### src/rtl/seq_match_ctrl_if.sv
// rtl/seq_match_ctrl_if.sv - configuration, serial-bit and match-report bundle for seq_match_ctrl
//
// Purpose: carries every seq_match_ctrl signal except clk and rst_n.
// Ports (signals):
//   cfg_valid, cfg_pattern[PAT_W], cfg_overlap  configuration load
//   cfg_ready                                   configuration can be accepted
//   arm, disarm                                 scan control
//   bit_valid, bit_in                           gated serial stream
//   match, match_count[CNT_W], state[2]         results
// Modports: master drives config/stream, slave is the controller.
interface seq_match_ctrl_if #(
   parameter int PAT_W = 5,
   parameter int CNT_W = 8
);
   logic             cfg_valid;
   logic [PAT_W-1:0] cfg_pattern;
   logic             cfg_overlap;
   logic             cfg_ready;
   logic             arm;
   logic             disarm;
   logic             bit_valid;
   logic             bit_in;
   logic             match;
   logic [CNT_W-1:0] match_count;
   logic [1:0]       state;

   modport master (
      output cfg_valid, cfg_pattern, cfg_overlap, arm, disarm, bit_valid, bit_in,
      input  cfg_ready, match, match_count, state
   );

   modport slave (
      input  cfg_valid, cfg_pattern, cfg_overlap, arm, disarm, bit_valid, bit_in,
      output cfg_ready, match, match_count, state
   );
endinterface

### src/rtl/seq_match_ctrl.sv
// rtl/seq_match_ctrl.sv - programmable serial-pattern Mealy match controller with saturating count
//
// Purpose: loads a PAT_W-bit pattern and overlap mode, then when armed scans
// the gated serial stream and pulses match in the same cycle as the bit that
// completes the pattern; counts matches since the last configuration load.
// Ports:
//   clk    rising-edge clock
//   rst_n  synchronous active-low reset
//   bus    seq_match_ctrl_if.slave (config, arm/disarm, stream, results)
module seq_match_ctrl #(
   parameter int PAT_W = 5,
   parameter int CNT_W = 8
) (
   input  logic              clk,
   input  logic              rst_n,
   seq_match_ctrl_if.slave   bus
);
   localparam int FILL_W = (PAT_W > 2) ? $clog2(PAT_W) : 1;
   localparam logic [FILL_W-1:0] FILL_FULL = FILL_W'(PAT_W - 1);
   localparam logic [CNT_W-1:0]  CNT_MAX   = {CNT_W{1'b1}};

   typedef enum logic [1:0] {
      IDLE       = 2'd0,
      CONFIGURED = 2'd1,
      ARMED      = 2'd2
   } state_t;

   state_t             state_q, state_n;
   logic [PAT_W-1:0]   pat_q, pat_n;
   logic               ovl_q, ovl_n;
   logic [PAT_W-2:0]   hist_q, hist_n;
   logic [FILL_W-1:0]  fill_q, fill_n;
   logic [CNT_W-1:0]   cnt_q, cnt_n;
   logic [PAT_W-1:0]   window;
   logic               match_c;

   always_ff @(posedge clk) begin
      if (!rst_n) begin
         state_q <= IDLE;
         pat_q   <= '0;
         ovl_q   <= 1'b0;
         hist_q  <= '0;
         fill_q  <= '0;
         cnt_q   <= '0;
      end else begin
         state_q <= state_n;
         pat_q   <= pat_n;
         ovl_q   <= ovl_n;
         hist_q  <= hist_n;
         fill_q  <= fill_n;
         cnt_q   <= cnt_n;
      end
   end

   always_comb begin
      state_n = state_q;
      pat_n   = pat_q;
      ovl_n   = ovl_q;
      hist_n  = hist_q;
      fill_n  = fill_q;
      cnt_n   = cnt_q;
      // Oldest history bit lands in the MSB, matching the pattern's first-received MSB.
      window  = {hist_q, bus.bit_in};
      match_c = rst_n && (state_q == ARMED) && bus.bit_valid &&
                (fill_q == FILL_FULL) && (window == pat_q);

      unique case (state_q)
         IDLE: begin
            if (bus.cfg_valid) begin
               pat_n   = bus.cfg_pattern;
               ovl_n   = bus.cfg_overlap;
               cnt_n   = '0;
               state_n = CONFIGURED;
            end
         end
         CONFIGURED: begin
            if (bus.cfg_valid) begin
               pat_n = bus.cfg_pattern;
               ovl_n = bus.cfg_overlap;
               cnt_n = '0;
            end else if (bus.arm && !bus.disarm) begin
               hist_n  = '0;
               fill_n  = '0;
               state_n = ARMED;
            end
         end
         ARMED: begin
            if (bus.bit_valid) begin
               hist_n = window[PAT_W-2:0];
               if (fill_q != FILL_FULL) fill_n = fill_q + FILL_W'(1);
               if (match_c) begin
                  if (cnt_q != CNT_MAX) cnt_n = cnt_q + CNT_W'(1);
                  // Non-overlap mode needs PAT_W fresh bits for the next hit.
                  if (!ovl_q) begin
                     hist_n = '0;
                     fill_n = '0;
                  end
               end
            end
            // Disarm takes effect after this cycle's match has been counted.
            if (bus.disarm) begin
               hist_n  = '0;
               fill_n  = '0;
               state_n = CONFIGURED;
            end
         end
         default: state_n = IDLE;
      endcase
   end

   assign bus.match       = match_c;
   assign bus.cfg_ready   = (state_q != ARMED);
   assign bus.match_count = cnt_q;
   assign bus.state       = state_q;
endmodule

### src/flat_wrapper.sv
// flat-port wrapper written by rule: the top's interface ports become plain ports
module seq_match_ctrl_flat 
#(
   parameter int PAT_W = 5,
   parameter int CNT_W = 8
)
  (clk, rst_n, bus_cfg_valid, bus_cfg_pattern, bus_cfg_overlap, bus_arm, bus_disarm, bus_bit_valid, bus_bit_in, bus_cfg_ready, bus_match, bus_match_count, bus_state);
  seq_match_ctrl_if #(.PAT_W(PAT_W), .CNT_W(CNT_W)) bus_i ();
  input  logic clk;
  input  logic rst_n;
  input wire logic [$bits(bus_i.cfg_valid)-1:0] bus_cfg_valid;
  input wire logic [$bits(bus_i.cfg_pattern)-1:0] bus_cfg_pattern;
  input wire logic [$bits(bus_i.cfg_overlap)-1:0] bus_cfg_overlap;
  input wire logic [$bits(bus_i.arm)-1:0] bus_arm;
  input wire logic [$bits(bus_i.disarm)-1:0] bus_disarm;
  input wire logic [$bits(bus_i.bit_valid)-1:0] bus_bit_valid;
  input wire logic [$bits(bus_i.bit_in)-1:0] bus_bit_in;
  output wire logic [$bits(bus_i.cfg_ready)-1:0] bus_cfg_ready;
  output wire logic [$bits(bus_i.match)-1:0] bus_match;
  output wire logic [$bits(bus_i.match_count)-1:0] bus_match_count;
  output wire logic [$bits(bus_i.state)-1:0] bus_state;
  assign bus_i.cfg_valid = bus_cfg_valid;
  assign bus_i.cfg_pattern = bus_cfg_pattern;
  assign bus_i.cfg_overlap = bus_cfg_overlap;
  assign bus_i.arm = bus_arm;
  assign bus_i.disarm = bus_disarm;
  assign bus_i.bit_valid = bus_bit_valid;
  assign bus_i.bit_in = bus_bit_in;
  assign bus_cfg_ready = bus_i.cfg_ready;
  assign bus_match = bus_i.match;
  assign bus_match_count = bus_i.match_count;
  assign bus_state = bus_i.state;
  seq_match_ctrl #(.PAT_W(PAT_W), .CNT_W(CNT_W)) u_core (.clk(clk), .rst_n(rst_n), .bus(bus_i));
endmodule
### config.mk
export PLATFORM = sky130hd
export DESIGN_NAME = seq_match_ctrl_flat
export DESIGN_NICKNAME = d
export VERILOG_FILES = /design/src/rtl/seq_match_ctrl_if.sv /design/src/rtl/seq_match_ctrl.sv /design/src/flat_wrapper.sv
export SDC_FILE = /design/constraint.sdc
export NUM_CORES = 1
export LEC_CHECK = 0
export CAP_MARGIN = 25
export CORE_MARGIN = 5
export CORE_UTILIZATION = 54
export CTS_BUF_LIST = sky130_fd_sc_hd__clkbuf_2
export DETAILED_ROUTE_END_ITERATION = 6
export PLACE_DENSITY_LB_ADDON = 0.08
export SYNTH_ARGS = -nofsm -noshare
export SYNTH_HDL_FRONTEND = slang
export SYNTH_SLANG_ARGS = --single-unit
### constraint.sdc
create_clock -name clk -period 3.2 [get_ports clk]
set_input_delay 0.64 -clock clk [delete_from_list [all_inputs] [get_ports clk]]
set_output_delay 0.64 -clock clk [all_outputs]
set_load 0.1 [all_outputs]
### Yosys cells after proc, flatten, opt, wreduce, memory -nomap -nowiden

Index checks and enable logic that the tools add are counted.
Widths: inputs -> output; s select.

| storage, ports and cells | value |
|---|---|
| flip-flop bits (word level) | 23 |
| bits in latches | 0 |
| RAM bits | 0 |
| memory bits (read-only) | 0 |
| output and inout bits | 12 |
| memories | 0 |

| cells by class | value |
|---|---|
| add/subtract/negate cells | 2 |
| multipliers | 0 |
| divide/modulo/power cells | 0 |
| magnitude comparators | 0 |
| equality and inequality tests | 16 |
| shift-type cells | 0 |
| multiplexer cells | 25 |
| bitwise gates (word level) | 0 |
| reduce and logical (&&, ||, !) cells | 14 |

Operator list:

| kind | number |
|---|---|
| $mux 8 | 4 |
| $mux 4 | 6 |
| $mux 3 | 7 |
| $pmux 8 s2 | 1 |
| $ne 2x2->1 const B | 7 |
| $add 8x1->8 const B | 1 |
| $mux 2 | 4 |
| $ne 8x8->1 const B | 1 |
| $pmux 4 s2 | 1 |
| $reduce_and 4->1 | 2 |
| $ne 3x3->1 const B | 2 |
| $pmux 2 s3 | 1 |
| $pmux 3 s2 | 1 |
| $eq 5x5->1 | 1 |
| $logic_and 1x1->1 | 5 |
| $reduce_and 5->1 | 1 |
| $ne 2x1->1 const B | 2 |
| $reduce_bool 2->1 | 2 |
| $add 3x1->3 const B | 1 |
| $eq 3x3->1 const B | 1 |
| $eq 2x1->1 const B | 1 |
| $eq 2x2->1 const B | 1 |
| $logic_not 2->1 | 1 |
| $reduce_and 2->1 | 1 |
| other kinds (2) | 2 |

### Logic depth before layout (Yosys ltp)

Gate-level depths: netlist (run 1).

| logic depth | value |
|---|---|
| word-level depth | 9 |
| depth in mapped cells | 7 |
| gate-level depth less buffers | 7 |

### Worst setup path after synthesis (run 1)

Ideal clock, no wire load.

| path | value |
|---|---|
| kind | register to output |
| start point | register u_core.state_q[1] (netlist: u_core.bus.state[1]) |
| end point | output port bus_match |
| data arrival time | 4305 ps |
| data required time | 2560 ps |
| path slack | -1745 ps |
| cell stages (with the launch flop) | 4 |
| buffers on the path | 0 |
| cells stage by stage | dfxtp_1 > and2b_2 > nand4_1 > nor4_1 |

| between the ends | value |
|---|---|
| cells in the longest elaborated chain, start to end | 5 |

Ends and longest elaborated chain:

| what | line | source |
|---|---|---|
| start, declared | seq_match_ctrl.sv:28 | `state_t state_q, state_n;` |
| start signal, assigned | seq_match_ctrl.sv:46 | `state_q <= state_n;` |
| $eq 2x2->1 | seq_match_ctrl.sv:64 | `match_c = rst_n && (state_q == ARMED) && bus.bit_valid &&` |
| $logic_and 1x1->1 (3 in a row) | seq_match_ctrl.sv:64 |  |
| $logic_and 1x1->1 | seq_match_ctrl.sv:65 | `(fill_q == FILL_FULL) && (window == pat_q);` |
| end, declared | flat_wrapper.sv:19 | `output wire logic [$bits(bus_i.match)-1:0] bus_match;` |

No other way between the ends.

### Worst setup path in the final report (run 1)

| path | value |
|---|---|
| start point | input port rst_n |
| end point | output port bus_match |

| between the ends | value |
|---|---|
| cells in the longest elaborated chain, start to end | 4 |

Ends and longest elaborated chain:

| what | line | source |
|---|---|---|
| start, declared | flat_wrapper.sv:10 | `input logic rst_n;` |
| $logic_and 1x1->1 (3 in a row) | seq_match_ctrl.sv:64 |  |
| $logic_and 1x1->1 | seq_match_ctrl.sv:65 |  |

No other way between the ends.

==> metrics.csv, run 1 <==
stage,metric,value,unit
critical_path,rrSetupSlack,1.05,ns
logic_synthesis,synth_cell_types,35,
critical_path,cp-start-kind,input port,
critical_path,crit_family,buffers and inverters,
critical_path,regToRegStartpoint,u_core.fill_q[0],
cts,cts_buffer_depth,2,
sta,final.setup.worst_slack,0.471,ns
critical_path,path_buf_inv,2,
detailed_routing,first_iter_violations,58,
global_route,grt_pass1_wl,4590,um
place,io_buffers,24,
hold_path,min-delay-start,u_core.ovl_q,
sta,clock.fmax,366,MHz
logic_synthesis,synth_enable_flop_cells,0,
sta,rsz0062_at_grt,no,
detailed_routing,wl_per_cell,14.1,um
hold_path,hp-class,flip-flop to flip-flop,
cts,cts_tree,built,
die,ioPinCount,25,
critical_path,critPathArrivalTime,2.09,ns
global_route,grt_pass1_vias,1034,
cts,clkSinkCount,23,
critical_path,slowest_delay,0.67,ns
global_route,grt.total_usage,17.9,%
sta,skew,0.00883,ns
job,max_cap_violations,0,
place,dp_hpwl,2060,um
logic_synthesis,async_flop_share,0,%
pwr,max-vdd-ir-drop,0.251,mV
logic_synthesis,ys_seq_area_share,39.3,%
cts,cts_buffers,3,
detailed_routing,detail-route-antenna-nets,0,
cts,post_cts_buffers,0,
logic_synthesis,synthTopCellsByCount,"23 x dfxtp_1, 23 x nand2_1, 18 x a21oi_1",
die,die_area,0.00320,mm^2
sta,setup_viol,0,
logic_synthesis,syn_avg_cell_area,8.09,um^2
finish,fin_nets,184,
finish,drive_above_1_share,13.2,%
global_route,antenna_found_initial,0,
sta,tightest_slew,0.664,ns
critical_path,path_cells,clkdlybuf4s50_1 > nand4_4 > nor4_4 > buf_12,
logic_synthesis,ys_seq_elements,23,
critical_path,cp_max_fo,8,
die,core,0.00202,mm^2
sta,hold_viol_final,0,
critical_path,cp.required,2.56,ns
logic_synthesis,ys.flop_type,dfxtp_1,
die,initial_core_util,58.0,%
sta,finalCritPeriodShare,85.3,%
critical_path,r2r_cells,7,
status,status,"finished, final reports clean",
cts,ctsResizeCount,0,
sta,tns,0,ns
logic_synthesis,postSynthNetCount,161,
critical_path,crit_path_end_kind,output port,
cts,cts_root_buffer,clkbuf_2,
place,placed_cell_area,0.00142,mm^2
logic_synthesis,synth.top_cell.area_share,39.3,%
critical_path,worstSetupPathType,input port to output port,
finish,fin_cells,194,
logic_synthesis,synth_area_leaders,"dfxtp_1 39%, a21oi_1 7.7%, nand2_1 7.4%",
critical_path,r2r_end,u_core.bus.match_count[7],
global_route,grt_max_degree,22,
logic_synthesis,netlist_area,0.00117,mm^2
finish,utilization,71.1,%
detailed_routing,first_pass_iters,4,
detailed_routing,drc_errors,0,
global_route,gr-total-overflow,0,
sta,fin_crit,2.73,ns
sta,slew_viol_final,0,
cts,clk_pin_slew,0.21,ns
pwr,power.density,336,mW/mm^2
critical_path,critPathSlowestCell,clkdlybuf4s50_1,
cts,clk_latency,0.34,ns
hold_path,hold_path_end,u_core.ovl_q,
logic_synthesis,yosys_warnings,0,
finish,n_antenna_cell,0,
finish,area_delta_synth_final,22.6,%
detailed_routing,routed_wl,2740,um
logic_synthesis,yosysTopAreaCell,dfxtp_1,
pwr,power.leakage,0.511,nW
die,die_w,56.6,um
place,dp.cells,190,
cts,cts_max_level,1,
cts,cts_hold_buf,0,
sta,relSlewSlack,55.7,%
logic_synthesis,syn_inst,145,
finish,fin_area,0.00144,mm^2
detailed_routing,vias_per_cell,5.94,
hold_path,hold_path_depth,2,
die,die_h,56.6,um
detailed_routing,num_vias,1152,
place,gp_congestion,0.790,
die,row_count,16,
place,pre_cts_slack,0.430,ns
## area by class of cell
| class | instances | area, um^2 |
|---|---|---|
| Fill cell | 165 | 584 |
| Inverter | 7 | 26.3 |
| Clock buffer | 4 | 20.0 |
| Multi-Input combinational cell | 109 | 674 |
| Sequential cell | 23 | 460 |
| Timing Repair Buffer | 24 | 223 |
| Tap cell | 27 | 33.8 |
## metal layers
layer | share of wire (%) | track usage, % | wire [um]
met5 | 0 | 0 | 0
met4 | 2.7 | 9.49 | 74
met3 | 5.2 | 3.21 | 143
met2 | 50 | 30.5 | 1350
met1 | 42 | 20.9 | 1160
## metrics by stage
| step | power (W) | hold slack [ns] |
|---|---|---|
| 6_report | 0.000483 | 0.484 |
| 5_1_grt | 0.000502 | 0.506 |
| 4_1_cts | 0.000483 | 0.483 |
| 3_5_place_dp | 0.000366 | 0.460 |
| 3_3_place_gp | 0.000365 | 0.445 |
| 2_1_floorplan | 0.000343 | 0.436 |
## registers in the layout, summed over array words and instances (netlist names)
name                    count
u_core.hist_q               4
u_core.fill_q               3
u_core.pat_q                5
u_core.ovl_q                1
u_core.bus.match_count      8
u_core.bus.state            2
## how the worst max path moves through the flow
stage / from / to / slack, ns / cells after the start
finish: rst_n / bus_match / 0.47 / 4
floorplan: u_core.bus.state[1] / bus_match / 0.09 / 3
CTS: rst_n / bus_match / 0.46 / 4
global placement: rst_n / u_core.bus.match_count[7] / 0.46 / 6
detailed placement: rst_n / u_core.bus.match_count[7] / 0.43 / 6
global route: rst_n / bus_match / 0.39 / 4
## cells in the final DEF, fill, tap and decap left out, types with 2 or more instances in the layout
| cell | instances |
|---|---|
| ha_1 | 3 |
| o2111ai_1 | 2 |
| nand2_1 | 23 |
| clkbuf_2 | 4 |
| inv_1 | 6 |
| a31oi_1 | 7 |
| or4b_1 | 2 |
| xnor2_1 | 3 |
| nand4_1 | 2 |
| clkdlybuf4s50_1 | 12 |
| dfxtp_1 | 23 |
| nor2_1 | 5 |
| nor4_4 | 2 |
| a21oi_1 | 18 |
| xor2_1 | 2 |
| o41ai_1 | 2 |
| nor3_1 | 3 |
| and3_1 | 3 |
| buf_4 | 11 |
| o21ai_0 | 4 |
| nand3_1 | 15 |
## worst reg2reg max path, delay by kind of cell (launching register included)
family	cells	cell delay [ns]
buffers and inverters	1	0.07
flip-flops	1	0.39
adder cells (fa/ha/maj)	1	0.25
AND/OR/NAND/NOR	4	1.23
AO/OA/AOI/OAI	1	0.16
## logic make-up (layout without fill, tap and decap cells)
kind of cell	Yosys count	in the layout	share of synthesized area, %
and+or+nand+nor	61	61	28.4
AOI/OAI and AO/OA	40	40	20.9
DFF	23	23	39.3
buffers and inverters	13	35	4.48
xor gates and xnor gates	5	5	3.74
adders and majority gates	3	3	3.20
## where the power goes
group,internal (W),total [W],switching (W)
clock,0.0000330,0.000122,0.0000888
combinational,0.0000243,0.0000643,0.0000400
sequential,0.000293,0.000297,0.00000429
No activity file was read; power rests on OpenSTA's default activity.
==> run 2: changes to the inputs <==
--- a/config.mk
+++ b/config.mk
@@ -9,8 +9,10 @@
 export CORE_MARGIN = 5
 export CORE_UTILIZATION = 54
 export CTS_BUF_LIST = sky130_fd_sc_hd__clkbuf_2
+export CTS_CLUSTER_DIAMETER = 100
 export DETAILED_ROUTE_END_ITERATION = 6
 export PLACE_DENSITY_LB_ADDON = 0.08
+export SKIP_LAST_GASP = 1
 export SYNTH_ARGS = -nofsm -noshare
 export SYNTH_HDL_FRONTEND = slang
 export SYNTH_SLANG_ARGS = --single-unit
==> results of run 2 <==
The final DEF is identical to that of run 1; final timing and power are the same.
